--- config.mk ---
export PLATFORM = sky130hd
export DESIGN_NAME = copro_bus_ctrl
export DESIGN_NICKNAME = d
export VERILOG_FILES = /design/src/rtl/copro_bus_ctrl.sv
export SDC_FILE = /design/constraint.sdc
export NUM_CORES = 1
export LEC_CHECK = 0
export ABC_AREA = 0
export BUFFER_PORTS_ARGS = -buffer_cell sky130_fd_sc_hd__buf_2
export CORE_ASPECT_RATIO = 1.1
export CORE_MARGIN = 5
export CORE_UTILIZATION = 30
export CTS_BUF_LIST = sky130_fd_sc_hd__clkbuf_4
export DETAILED_ROUTE_END_ITERATION = 10
export PLACE_DENSITY = 0.5
export RECOVER_POWER = 25
export SLEW_MARGIN = 0
export SYNTH_ARGS = -nofsm -noshare
export SYNTH_HDL_FRONTEND = slang
export SYNTH_SLANG_ARGS = --single-unit
--- constraint.sdc ---
create_clock -name clk -period 3.5 [get_ports clk]
set_input_delay 0.875 -clock clk [delete_from_list [all_inputs] [get_ports clk]]
set_output_delay 0.875 -clock clk [all_outputs]
set_load 0.005 [all_outputs]
--- src/rtl/copro_bus_ctrl.sv ---
// Bus controller for the OPC co-processor: tube/IRAM/external-SRAM decode,
// two-byte external SRAM sequencing with wait states, and interrupt merging.
module copro_bus_ctrl #(
  parameter int                ADDR_W      = 16,
  parameter logic [ADDR_W-4:0] TUBE_BASE   = 13'h1FDF,
  parameter int                IRAM_AW     = 13,
  parameter int                XRAM_AW     = 19,
  parameter int                WAIT_STATES = 1,
  parameter int                NIRQ        = 2
) (
  input  logic               clk,
  input  logic               reset,
  input  logic [ADDR_W-1:0]  cpu_addr,
  input  logic [15:0]        cpu_dout,
  input  logic               cpu_rnw,
  input  logic               cpu_vpa,
  output logic [15:0]        cpu_din,
  output logic               cpu_ready,
  output logic               cpu_int_b,
  output logic               tube_cs_b,
  input  logic [7:0]         tube_dout,
  output logic               iram_cs_b,
  input  logic [15:0]        iram_dout,
  output logic               ram_cs_b,
  output logic               ram_oe_b,
  output logic               ram_we_b,
  output logic [XRAM_AW-1:0] ram_addr,
  output logic [7:0]         ram_data_o,
  output logic               ram_data_oe,
  input  logic [7:0]         ram_data_i,
  input  logic [NIRQ-1:0]    irq_b_in
);

  localparam int CNT_W = (WAIT_STATES < 2) ? 1 : $clog2(WAIT_STATES + 1);

  // state | meaning
  // IDLE  | no external access in flight
  // LO    | byte 0 phase, counting wait states
  // HI    | byte 1 phase, counting wait states
  // DONE  | external access completes, cpu_ready high
  typedef enum logic [1:0] {IDLE, LO, HI, DONE} state_t;

  state_t            state;
  logic [CNT_W-1:0]  cnt;
  logic              rnw_q;
  logic [ADDR_W-1:0] addr_q;
  logic [7:0]        lo;
  logic [7:0]        hi;
  logic [NIRQ-1:0]   irq_s1;
  logic [NIRQ-1:0]   irq_s2;

  logic tube_hit;
  logic iram_hit;
  logic ext_sel;

  assign tube_hit  = (cpu_addr[ADDR_W-1:3] == TUBE_BASE);
  assign iram_hit  = ((cpu_addr >> IRAM_AW) == '0);
  assign ext_sel   = !tube_hit && !iram_hit;
  assign tube_cs_b = !(cpu_vpa && tube_hit);
  assign iram_cs_b = !(cpu_vpa && !tube_hit && iram_hit);
  assign cpu_ready = !(cpu_vpa && ext_sel) || (state == DONE);

  always_comb begin
    cpu_din = 16'hAAAA;
    if (cpu_vpa) begin
      if (tube_hit)      cpu_din = {8'h00, tube_dout};
      else if (iram_hit) cpu_din = iram_dout;
      else               cpu_din = {hi, lo};
    end
  end

  always_ff @(posedge clk) begin
    if (reset) begin
      state       <= IDLE;
      cnt         <= '0;
      rnw_q       <= 1'b1;
      addr_q      <= '0;
      lo          <= 8'h00;
      hi          <= 8'h00;
      ram_cs_b    <= 1'b1;
      ram_oe_b    <= 1'b1;
      ram_we_b    <= 1'b1;
      ram_data_oe <= 1'b0;
      ram_addr    <= '0;
      ram_data_o  <= 8'h00;
    end else begin
      case (state)
        IDLE: if (cpu_vpa && ext_sel) begin
          state       <= LO;
          cnt         <= CNT_W'(WAIT_STATES);
          rnw_q       <= cpu_rnw;
          addr_q      <= cpu_addr;
          ram_cs_b    <= 1'b0;
          ram_oe_b    <= !cpu_rnw;
          ram_we_b    <= cpu_rnw;
          ram_data_oe <= !cpu_rnw;
          ram_addr    <= XRAM_AW'({cpu_addr, 1'b0});
          ram_data_o  <= cpu_dout[7:0];
        end
        LO: if (cnt != '0) begin
          cnt <= cnt - 1'b1;
          if (cnt == CNT_W'(1)) ram_we_b <= 1'b1;
        end else begin
          if (rnw_q) lo <= ram_data_i;
          state      <= HI;
          cnt        <= CNT_W'(WAIT_STATES);
          ram_we_b   <= rnw_q;
          ram_addr   <= XRAM_AW'({addr_q, 1'b1});
          ram_data_o <= cpu_dout[15:8];
        end
        HI: if (cnt != '0) begin
          cnt <= cnt - 1'b1;
          if (cnt == CNT_W'(1)) ram_we_b <= 1'b1;
        end else begin
          if (rnw_q) hi <= ram_data_i;
          state       <= DONE;
          ram_cs_b    <= 1'b1;
          ram_oe_b    <= 1'b1;
          ram_we_b    <= 1'b1;
          ram_data_oe <= 1'b0;
        end
        default: state <= IDLE;
      endcase
    end
  end

  // Two-flop synchroniser per source, then a registered AND-merge.
  always_ff @(posedge clk) begin
    if (reset) begin
      irq_s1    <= '1;
      irq_s2    <= '1;
      cpu_int_b <= 1'b1;
    end else begin
      irq_s1    <= irq_b_in;
      irq_s2    <= irq_s1;
      cpu_int_b <= &irq_s2;
    end
  end

endmodule

# Word-level counts from Yosys, hierarchy flattened
# Index checks and enable logic that the tools add are counted.
# word_totals
register_bits	72
word_cells	76
# op_classes
n_addsub	1
n_eq_ne	7
muxes	27
n_bitwise	1
n_reduce_logical	25
# ops
operator	n
$mux 16	3
$mux 19	2
$pmux 19 s2	1
$logic_not 16->1	1
$mux 8	2
$pmux 8 s2	1
$reduce_and 3->1	5
$eq 13x13->1 const B	1
$mux 1	9
$logic_not 1->1	6
$mux 2	3
$ne 2x2->1 const B	3
$pmux 1 s2	3
$pmux 1 s3	2
$pmux 2 s3	1
$reduce_and 2->1	3
$logic_and 1x1->1	5
$eq 2x2->1 const B	2
$reduce_bool 2->1	2
$reduce_bool 3->1	1
$eq 2x1->1 const B	1
$logic_not 2->1	1
$logic_or 1x1->1	1
$not 1->1	1
$sub 1x1->1 const B	1

# Longest topological paths before layout
# Gate-level depths: netlist of the first run.
# depth
ltp_word	6
ltp_mapped	8
mapped_depth_nobuf	6

# Least setup slack after synthesis of the first run
# No wires, ideal clock.
# synth_timing
kind	input-to-output
from	in cpu_addr[6]
to	out cpu_din[0]
t_arrival_ns	1.976
setup_slack_ns	0.649
stages	4
path_cell_list	nand4_1 nor4_4 nor2_1 a221o_1
# synth_between
elab_chain_len	3
# synth_lines
element	line_no	source
start: declaration	13	input logic [ADDR_W-1:0] cpu_addr,
$eq 13x13->1	56	assign tube_hit = (cpu_addr[ADDR_W-1:3] == TUBE_BASE);
$mux 16	66	if (tube_hit) cpu_din = {8'h00, tube_dout};
$mux 16	65	if (cpu_vpa) begin
end: declaration	17	output logic [15:0] cpu_din,
# Every way passes these cells.

# Final worst setup path of the first run
# layout_timing
from	in cpu_addr[6]
to	out cpu_din[6]
# Same word-level chain as after synthesis.

==> flow_summary.yaml, run 1 <==
status:
  outcome: "complete, but fails checks"
  failed_checks: "max-capacitance violations, max-slew violations"
timing:
  grt_setup_unrepaired: "false"
  finalHoldViolations: 0
  tightest_slew_ns: 2.64
  finalCriticalPeriod_ns: 3.34
  layout_setup_ws_ns: 0.161
  fin_crit_sh_pct: 95.4
  finalSetupViolCount: 0
  max_freq_mhz: 299
  max_slew_margin_pct: -75.7
  slew_viol_final: 56
  tns_ns: 0
  hold_ws_ns: 0.421
  fin_skew_ns: 0.00764
job:
  maxCapViolCount: 1
drt:
  wirelength_um: 10700
  viasPerCell: 4.87
  met2_length_um: 4940
  routed-via-count: 3276
  dr_wl_met3_um: 843
  wl_per_cell_um: 15.8
  ant_nets: 0
  first_pass_iters: 5
  routed.top_layer: "met4"
  drc: 0
  first_iter_violations: 130
  wl_met1_um: 4720
grt:
  grt_antenna_before_repair: 0
  grt_start_max_net_pins: 56
  grt_usage_pct: 15.4
  grt_pass1_vias: 3454
  overflow: 0
  grt_pass1_wl_um: 17200
yosys:
  ys_seq_area_share_pct: 39.4
  synthesis.area_um2: 3560
  synth_cell_types: 47
  synthCells: 408
  avgSynthCellArea_um2: 8.72
  yosysWarnings: 0
  ys_seq_elements: 70
pwr:
  max-vdd-ir-drop_v: 0.000258
  p_sw_share_pct: 41.3
  p_per_area_nw_per_um2: 727
  power.share.clock_pct: 14.5
  finalPower_uw: 3160
  comb_power_share_pct: 48.3
  seqPwrFrac_pct: 37.2
  net-switching-power_uw: 1310
  intPower_uw: 1860
  leakagePower_uw: 0.00189
floorplanning:
  std_cell_rows: 41
  fp.dieH_um: 124
  num_io_pins: 121
  design.die.area_um2: 14100
  initial_core_util_pct: 30.8
  coreArea_um2: 11500
  die_x_um: 114
cts:
  cts_resized: 0
  post-cts-setup-buffer-count: 0
  cts_tree: "built"
  cts_root_buffer: "clkbuf_4"
  htreeDepth: 3
  cts_buffer_depth: 2
  clkLatencyLatePin_ns: 0.42
  ctsHoldBuffers: 0
  clk_pin_slew_worst_paths_ns: 0.11
  clock_sinks: 70
  cts_buffers: 9
worst_hold_path:
  min_path_type: "flop to flop"
  hold_depth: 1
critical_path:
  slowest_delay_ns: 0.48
  path_common_cell: "buf_2"
  path_delay_family: "simple AND/OR/NAND/NOR gates"
  slowest_stage: "nor4_4"
  critPathRequiredTime_ns: 2.62
  cp.arrival_ns: 2.46
  cp.depth: 6
  path_class: "input port to output pin"
  endpoint_kind: "output pin"
  critPathLaunchType: "input port"
  reg2regPathDepth: 6
  crit_chain: "buf_2 -> nand4_1 -> nor4_4 -> nor2_1 -> a221o_1 -> buf_2"
  critical_path.n_buffers_inverters: 2
  cp_max_fo: 8
placement:
  routabilityCongestion: 0.821
  place_ws_ns: 0.132
  port-buffer-count: 118
  dp_hpwl_um: 7700
cells_and_area:
  diodes: 0
  nets: 594
  area_growth_syn_to_layout_pct: 22.3
  final_util_pct: 37.7
  drive_gt1_share_pct: 30.2
## path summary, 6_finish.rpt
path / startpoint / endpoint / slack (ns)
worst max-delay path: cpu_addr[6] / cpu_din[6] / 0.16
worst min-delay path: irq_s1[0] / irq_s2[0] / 0.42
worst max register to register: state[0] / ram_addr[2] / 1.07
worst min register to register: irq_s1[0] / irq_s2[0] / 0.42
## Yosys cell counts, drive strengths merged
cell / n / area, um2
dfxtp: 70 / 1400
and2: 3 / 21.3
o22ai: 1 / 6.26
a221o: 4 / 40.0
nor2: 22 / 82.6
or2: 4 / 25.0
a311oi: 1 / 15.0
a221oi: 24 / 229
o21ba: 1 / 10.0
or3: 11 / 68.8
a41o: 1 / 10.0
nand4: 2 / 27.5
or4: 1 / 11.3
o2bb2ai: 14 / 123
o21ai: 16 / 80.1
o31ai: 2 / 28.8
mux2i: 26 / 260
nand2: 58 / 218
nand3: 18 / 115
a22o: 4 / 35.0
mux2: 1 / 11.3
clkbuf: 19 / 91.3
buf: 14 / 118
a211oi: 1 / 12.5
nand2b: 3 / 18.8
conb: 1 / 3.75
inv: 37 / 139
nand3b: 1 / 7.51
nor2b: 2 / 12.5
a21oi: 21 / 105
o32ai: 4 / 35.0
and3: 6 / 42.5
nor4: 2 / 42.5
ha: 5 / 62.6
a31oi: 1 / 6.26
nor3: 7 / 40.0
## flip-flops by register name, summed over array words and instances (netlist names)
| signal | count |
|---|---|
| ram_we_b | 1 |
| addr_q | 16 |
| cnt | 1 |
| ram_oe_b | 1 |
| ram_addr | 17 |
| ram_data_o | 8 |
| rnw_q | 1 |
| irq_s2 | 2 |
| irq_s1 | 2 |
| ram_data_oe | 1 |
| lo | 8 |
| ram_cs_b | 1 |
| state | 2 |
| hi | 8 |
| cpu_int_b | 1 |
## area by class of cell
cell class,instances,area (um2)
Clock inverter,2,10.0
Inverter,37,139
Clock buffer,13,97.6
Fill cell,1242,7190
Tap cell,150,188
Multi-Input combinational cell,269,1820
Timing Repair Buffer,132,692
Sequential cell,70,1400
## power by group through the flow
| stage | registers, uW | clock network (uW) | logic, uW |
|---|---|---|---|
| 3_3_place_gp | 1190 | 0 | 1530 |
| 6_report | 1180 | 459 | 1530 |
| 3_5_place_dp | 1190 | 0 | 1560 |
| 5_1_grt | 1210 | 515 | 1720 |
| 2_1_floorplan | 1200 | 0 | 1060 |
| 4_1_cts | 1180 | 480 | 1560 |
## through the flow
step                      std cells  instance area (um2)
final                           673                 4350
after global routing            673                 4350
after CTS                       673                 4370
after detailed placement        658                 4260
after global placement          658                 4260
after floorplan                 409                 3560
## per-layer routing
layer  up-vias  global-route usage (%)
met5         -                       0
met4         0                    5.05
met1      1493                    18.8
met2       115                    26.0
met3        14                    4.47
li1       1654                       -
## logic make-up (layout without fill, tap and decap cells)
group | Yosys count | after routing | synth area share [%]
AOI/OAI and AO/OA | 95 | 95 | 20.7
DFF | 70 | 70 | 39.4
other | 1 | 2 | 0.105
and+or+nand+nor | 140 | 140 | 20.6
buffers and inverters | 70 | 184 | 9.78
muxes | 27 | 27 | 7.64
adders and majority gates | 5 | 5 | 1.76
## placed cells by master, fill, tap and decap left out, drive strengths merged, types with 3 or more instances in the layout
master	n
a21oi	21
a221o	4
a221oi	24
a22o	4
and2	3
and3	6
buf	121
clkbuf	24
dfxtp	70
ha	5
inv	37
mux2i	26
nand2	58
nand2b	3
nand3	18
nor2	22
nor3	7
o21ai	16
o2bb2ai	14
o32ai	4
or2	4
or3	11
(Power assumes the default switching activity.)
==> inputs of run 2 (changes only) <==
- BUFFER_PORTS_ARGS: -buffer_cell sky130_fd_sc_hd__buf_2 -> default
- DONT_BUFFER_PORTS: default -> 1
- PLACE_DENSITY: 0.5 -> default
==> run 2 against run 1 <==
  * Largest cell class unchanged
  * Setup slack better by 0.14 ns
  * The run now ends clean
  * Critical endpoint unchanged
  * Sequential power increased by 4%
  * Via count down 10%
  * Total power down 3.8%
  * Clock power is 17% higher
==> flow_summary.yaml, run 2 (synthesis gave the netlist of run 1 again) <==
cts:
  cts_resized: 0
  cts_buffer_depth: 2
  post-cts-setup-buffer-count: 0
  cts_tree: "built"
  clock_sinks: 70
  htreeDepth: 3
  clkLatencyLatePin_ns: 0.44
  cts_buffers: 9
  cts_root_buffer: "clkbuf_4"
  clk_pin_slew_worst_paths_ns: 0.12
  ctsHoldBuffers: 0
drt:
  viasPerCell: 5.31
  ant_nets: 0
  routed-via-count: 2943
  drc: 0
  first_iter_violations: 200
  wirelength_um: 10500
  first_pass_iters: 4
  wl_per_cell_um: 19.0
timing:
  grt_setup_unrepaired: "false"
  fin_skew_ns: 0.0132
  slew_viol_final: 0
  finalHoldViolations: 0
  max_freq_mhz: 313
  tightest_slew_ns: 0.905
  fin_crit_sh_pct: 91.4
  max_slew_margin_pct: 39.6
  tns_ns: 0
  finalSetupViolCount: 0
  finalCriticalPeriod_ns: 3.20
cells_and_area:
  regMostFlops: "ram_addr"
  drive_gt1_share_pct: 12.1
  nets: 474
  final_common_cell: "dfxtp_1"
  stdcell_count: 554
  reg_top3: "ram_addr x17, addr_q x16"
  diodes: 0
  layout_common_cells: "70 x dfxtp_1, 58 x nand2_1, 37 x inv_1, 26 x mux2i_1, 22 x nor2_1"
  largest_reg_flops: 17
  area_growth_syn_to_layout_pct: 6.16
  n_fill_cell: 1233
critical_path:
  slowest_stage: "nor4_4"
  slowest_delay_ns: 0.48
  endpoint_kind: "output pin"
  cp.arrival_ns: 2.32
  regToRegEndpoint: "addr_q[11]"
  reg2regPathDepth: 7
  cp_max_fo: 8
  critPathRequiredTime_ns: 2.62
  r2r_setup_slack_ns: 1.07
  r2r-start: "state[0]"
  path_class: "input port to output pin"
  critPathLaunchType: "input port"
  crit_chain: "nand4_1 -> nor4_4 -> nor2_1 -> a221o_1"
floorplanning:
  die_x_um: 114
  coreArea_um2: 11500
  design.die.area_um2: 14100
  std_cell_rows: 41
  initial_core_util_pct: 30.8
  num_io_pins: 121
  fp.dieH_um: 124
placement:
  port-buffer-count: 0
  dp.cells: 538
  routabilityCongestion: 0.799
  dp_hpwl_um: 7610
pwr:
  max-vdd-ir-drop_v: 0.000253
  leakagePower_uw: 0.00142
  p_per_area_nw_per_um2: 806
status:
  outcome: "completed"
grt:
  grt_pass1_vias: 2893
  grt_pass1_wl_um: 15600
  grt_antenna_before_repair: 0
  grt_start_max_net_pins: 57
  grt_usage_pct: 14.6
  overflow: 0
worst_hold_path:
  hp-start: "irq_s1[0]"
  hold_depth: 1
  min_path_type: "flop to flop"
  hold_end: "irq_s2[0]"
job:
  maxCapViolCount: 0
## run 2: cell types whose count changed in the layout (fill, tap and decap cells not counted)
cell        before  now
buf_2          108    0
clkbuf_1        11    1
buf_12           1    0
buf_4           12   11
bufinv_16        0    1
clkbuf_4        13   12
clkinvlp_4       0    1
## run 2: worst max path at each step
stage / startpoint / endpoint / slack (ns) / cells past startpoint
floorplan: cpu_addr[6] / cpu_din[0] / 0.65 / 4
global placement: cpu_addr[6] / cpu_din[6] / 0.31 / 4
detailed placement: cpu_addr[6] / cpu_din[6] / 0.31 / 4
CTS: cpu_addr[6] / cpu_din[6] / 0.29 / 4
global route: cpu_addr[6] / cpu_din[6] / 0.24 / 4
finish: cpu_addr[6] / cpu_din[6] / 0.30 / 4
## run 2: worst max-delay path: cells and delay by family
kind / cells / cell delay, ns
AO/OA/AOI/OAI: 1 / 0.43
AND/OR/NAND/NOR: 3 / 1.02
## run 2: layout make-up
cell class              instances  area (um2)  share of cell area, %
repair buffers                 12        86.3                   2.29
inverters                      37         139                   3.68
well taps                     150         188                   4.97
flip-flops and latches         70        1400                   37.1
clock inverters                 4        47.5                   1.26
multi-input cells             269        1820                   48.3
clock buffers                  12        90.1                   2.39
## run 2: layer usage
layer	GRT usage, %	part of all wire (%)	up-vias
li1	-	-	1426
met1	17.5	41	1375
met2	23.7	48	130
met3	5.34	10	12
met4	5.94	1.7	0
met5	0	0	-
## run 2: power by group
part	leakage [uW]	total (uW)	internal, uW	switching, uW
clock network	0.0000773	536	240	296
logic	0.000770	1270	488	783
registers	0.000576	1230	1050	187
total	0.00142	3040	1780	1270
## run 2: metrics by stage
stage	hold slack (ns)	power [uW]	utilization, %	area (um2)	setup WS (ns)
3_5_place_dp	0.396	2540	31.5	3640	0.312
2_1_floorplan	0.389	2260	-	3560	0.649
6_report	0.423	3040	32.7	3770	0.301
3_3_place_gp	0.398	2500	31.5	3640	0.306
5_1_grt	0.440	3270	32.7	3770	0.238
4_1_cts	0.425	3090	32.7	3780	0.292
==> inputs of run 3 (changes only) <==
- PLACE_DENSITY: default -> 0.42
- clock period: 3.5 -> 3.18 ns (I/O delays scaled with it)
==> run 3 against run 2 <==
  * Sequential share of layout area is 0.50 points higher
  * Core utilization decreased by 0.43 points
  * Setup slack got worse by 0.029 ns
  * Clock power fell by 14%
  * First-iteration DRC count down 45%
  * Hold slack got worse by 0.0047 ns
  * Total power rose by 5.8%
  * Non-clock buffer count unchanged
  * Flip-flop and latch count did not move
  * Critical endpoint is now cpu_din[4]
==> flow_summary.yaml, run 3 (synthesis gave the netlist of run 1 again) <==
status:
  outcome: "completed"
grt:
  grt_start_max_net_pins: 57
  grt_usage_pct: 15.2
  grt_pass1_vias: 2935
  grt_antenna_before_repair: 0
  grt_pass1_wl_um: 16600
  overflow: 0
cells_and_area:
  stdcell_count: 552
  drive_gt1_share_pct: 10.7
  final_common_cell: "dfxtp_1"
  diodes: 0
  layout_common_cells: "70 x dfxtp_1, 58 x nand2_1, 37 x inv_1, 26 x mux2i_1, 22 x nor2_1"
  largest_reg_flops: 17
  area_growth_syn_to_layout_pct: 4.75
  regMostFlops: "ram_addr"
  final_util_pct: 32.3
  nets: 474
  reg_top3: "ram_addr x17, addr_q x16"
  n_fill_cell: 1241
job:
  maxCapViolCount: 0
timing:
  slew_viol_final: 0
  grt_setup_unrepaired: "false"
  tns_ns: 0
  finalSetupViolCount: 0
  finalHoldViolations: 0
  fin_skew_ns: 0.0105
  max_slew_margin_pct: 36.6
  max_freq_mhz: 344
  fin_crit_sh_pct: 91.5
  tightest_slew_ns: 0.951
  finalCriticalPeriod_ns: 2.91
pwr:
  leakagePower_uw: 0.00139
  max-vdd-ir-drop_v: 0.000278
  finalPower_uw: 3220
  p_per_area_nw_per_um2: 864
cts:
  post-cts-setup-buffer-count: 0
  ctsHoldBuffers: 0
  cts_root_buffer: "clkbuf_4"
  cts_buffers: 9
  cts_buffer_depth: 2
  cts_tree: "built"
  clkLatencyLatePin_ns: 0.41
  cts_resized: 0
  clk_pin_slew_worst_paths_ns: 0.11
  clock_sinks: 70
  htreeDepth: 3
floorplanning:
  num_io_pins: 121
  std_cell_rows: 41
  initial_core_util_pct: 30.8
  coreArea_um2: 11500
  design.die.area_um2: 14100
  die_x_um: 114
  fp.dieH_um: 124
drt:
  first_iter_violations: 111
  dr_wl_met3_um: 934
  routed-via-count: 2891
  wirelength_um: 10700
  drc: 0
  met2_length_um: 5160
  wl_per_cell_um: 19.4
  first_pass_iters: 4
  routed.top_layer: "met4"
  viasPerCell: 5.24
  wl_met1_um: 4500
  ant_nets: 0
worst_hold_path:
  hold_end: "irq_s2[0]"
  hp-start: "irq_s1[0]"
  hold_depth: 1
  min_path_type: "flop to flop"
placement:
  routabilityCongestion: 0.800
  dp.cells: 538
  port-buffer-count: 0
  dp_hpwl_um: 7530
critical_path:
  slowest_stage: "nor4_4"
  cp_max_fo: 9
  r2r-start: "state[0]"
  path_class: "input port to output pin"
  critPathLaunchType: "input port"
  endpoint_kind: "output pin"
  reg2regPathDepth: 6
  slowest_delay_ns: 0.45
  critPathRequiredTime_ns: 2.38
  crit_chain: "nand4_1 -> nor4_4 -> and2_1 -> a221o_1"
  regToRegEndpoint: "ram_data_o[3]"
  cp.arrival_ns: 2.11
  r2r_setup_slack_ns: 0.78
==> run 3: cell types whose count changed in the layout (fill, tap and decap cells not counted), sizes merged <==
cell / delta
buf: -1
bufinv: -1
clkbuf: -1
clkinv: +2
clkinvlp: -1
==> run 3: routing by layer <==
metal / track usage, % / up-vias
li1: - / 1413
met1: 18.5 / 1392
met2: 24.9 / 81
met3: 5.88 / 5
met4: 4.45 / 0
met5: 0 / -
==> run 3: stage by stage <==
stage | hold slack [ns] | area, um2 | setup slack (ns)
finish | 0.418 | 3720 | 0.271
global route | 0.388 | 3720 | 0.147
detailed placement | 0.392 | 3640 | 0.212
global placement | 0.395 | 3640 | 0.263
CTS | 0.397 | 3730 | 0.215
floorplan | 0.389 | 3560 | 0.489
==> run 3: where the power goes <==
part / leakage (uW) / internal [uW] / switching [uW] / total (uW)
combinational: 0.000764 / 535 / 856 / 1390
clock: 0.0000546 / 153 / 309 / 462
sequential: 0.000576 / 1150 / 213 / 1370
total: 0.00139 / 1840 / 1380 / 3220
==> run 3: worst max path at each step <==
stage	startpoint	to	slack, ns	cells past startpoint
finish	cpu_addr[6]	cpu_din[4]	0.27	4
global route	cpu_addr[6]	cpu_din[6]	0.15	4
CTS	cpu_addr[6]	cpu_din[4]	0.21	4
detailed placement	cpu_addr[6]	cpu_din[4]	0.21	4
global placement	cpu_addr[6]	cpu_din[4]	0.26	4
floorplan	cpu_addr[6]	cpu_din[0]	0.49	4
==> run 3: area by class of cell <==
type | instances | area [um2] | share of cell area, %
Clock inverter | 4 | 16.3 | 0.437
Inverter | 37 | 139 | 3.73
Timing Repair Buffer | 12 | 82.6 | 2.22
Tap cell | 150 | 188 | 5.04
Sequential cell | 70 | 1400 | 37.6
Multi-Input combinational cell | 269 | 1820 | 48.9
Clock buffer | 10 | 75.1 | 2.02
==> run 3: worst max-delay path, delay by kind of cell <==
family             cells  cell delay, ns
AOI/OAI and AO/OA      1            0.24
and+or+nand+nor        3            1.08
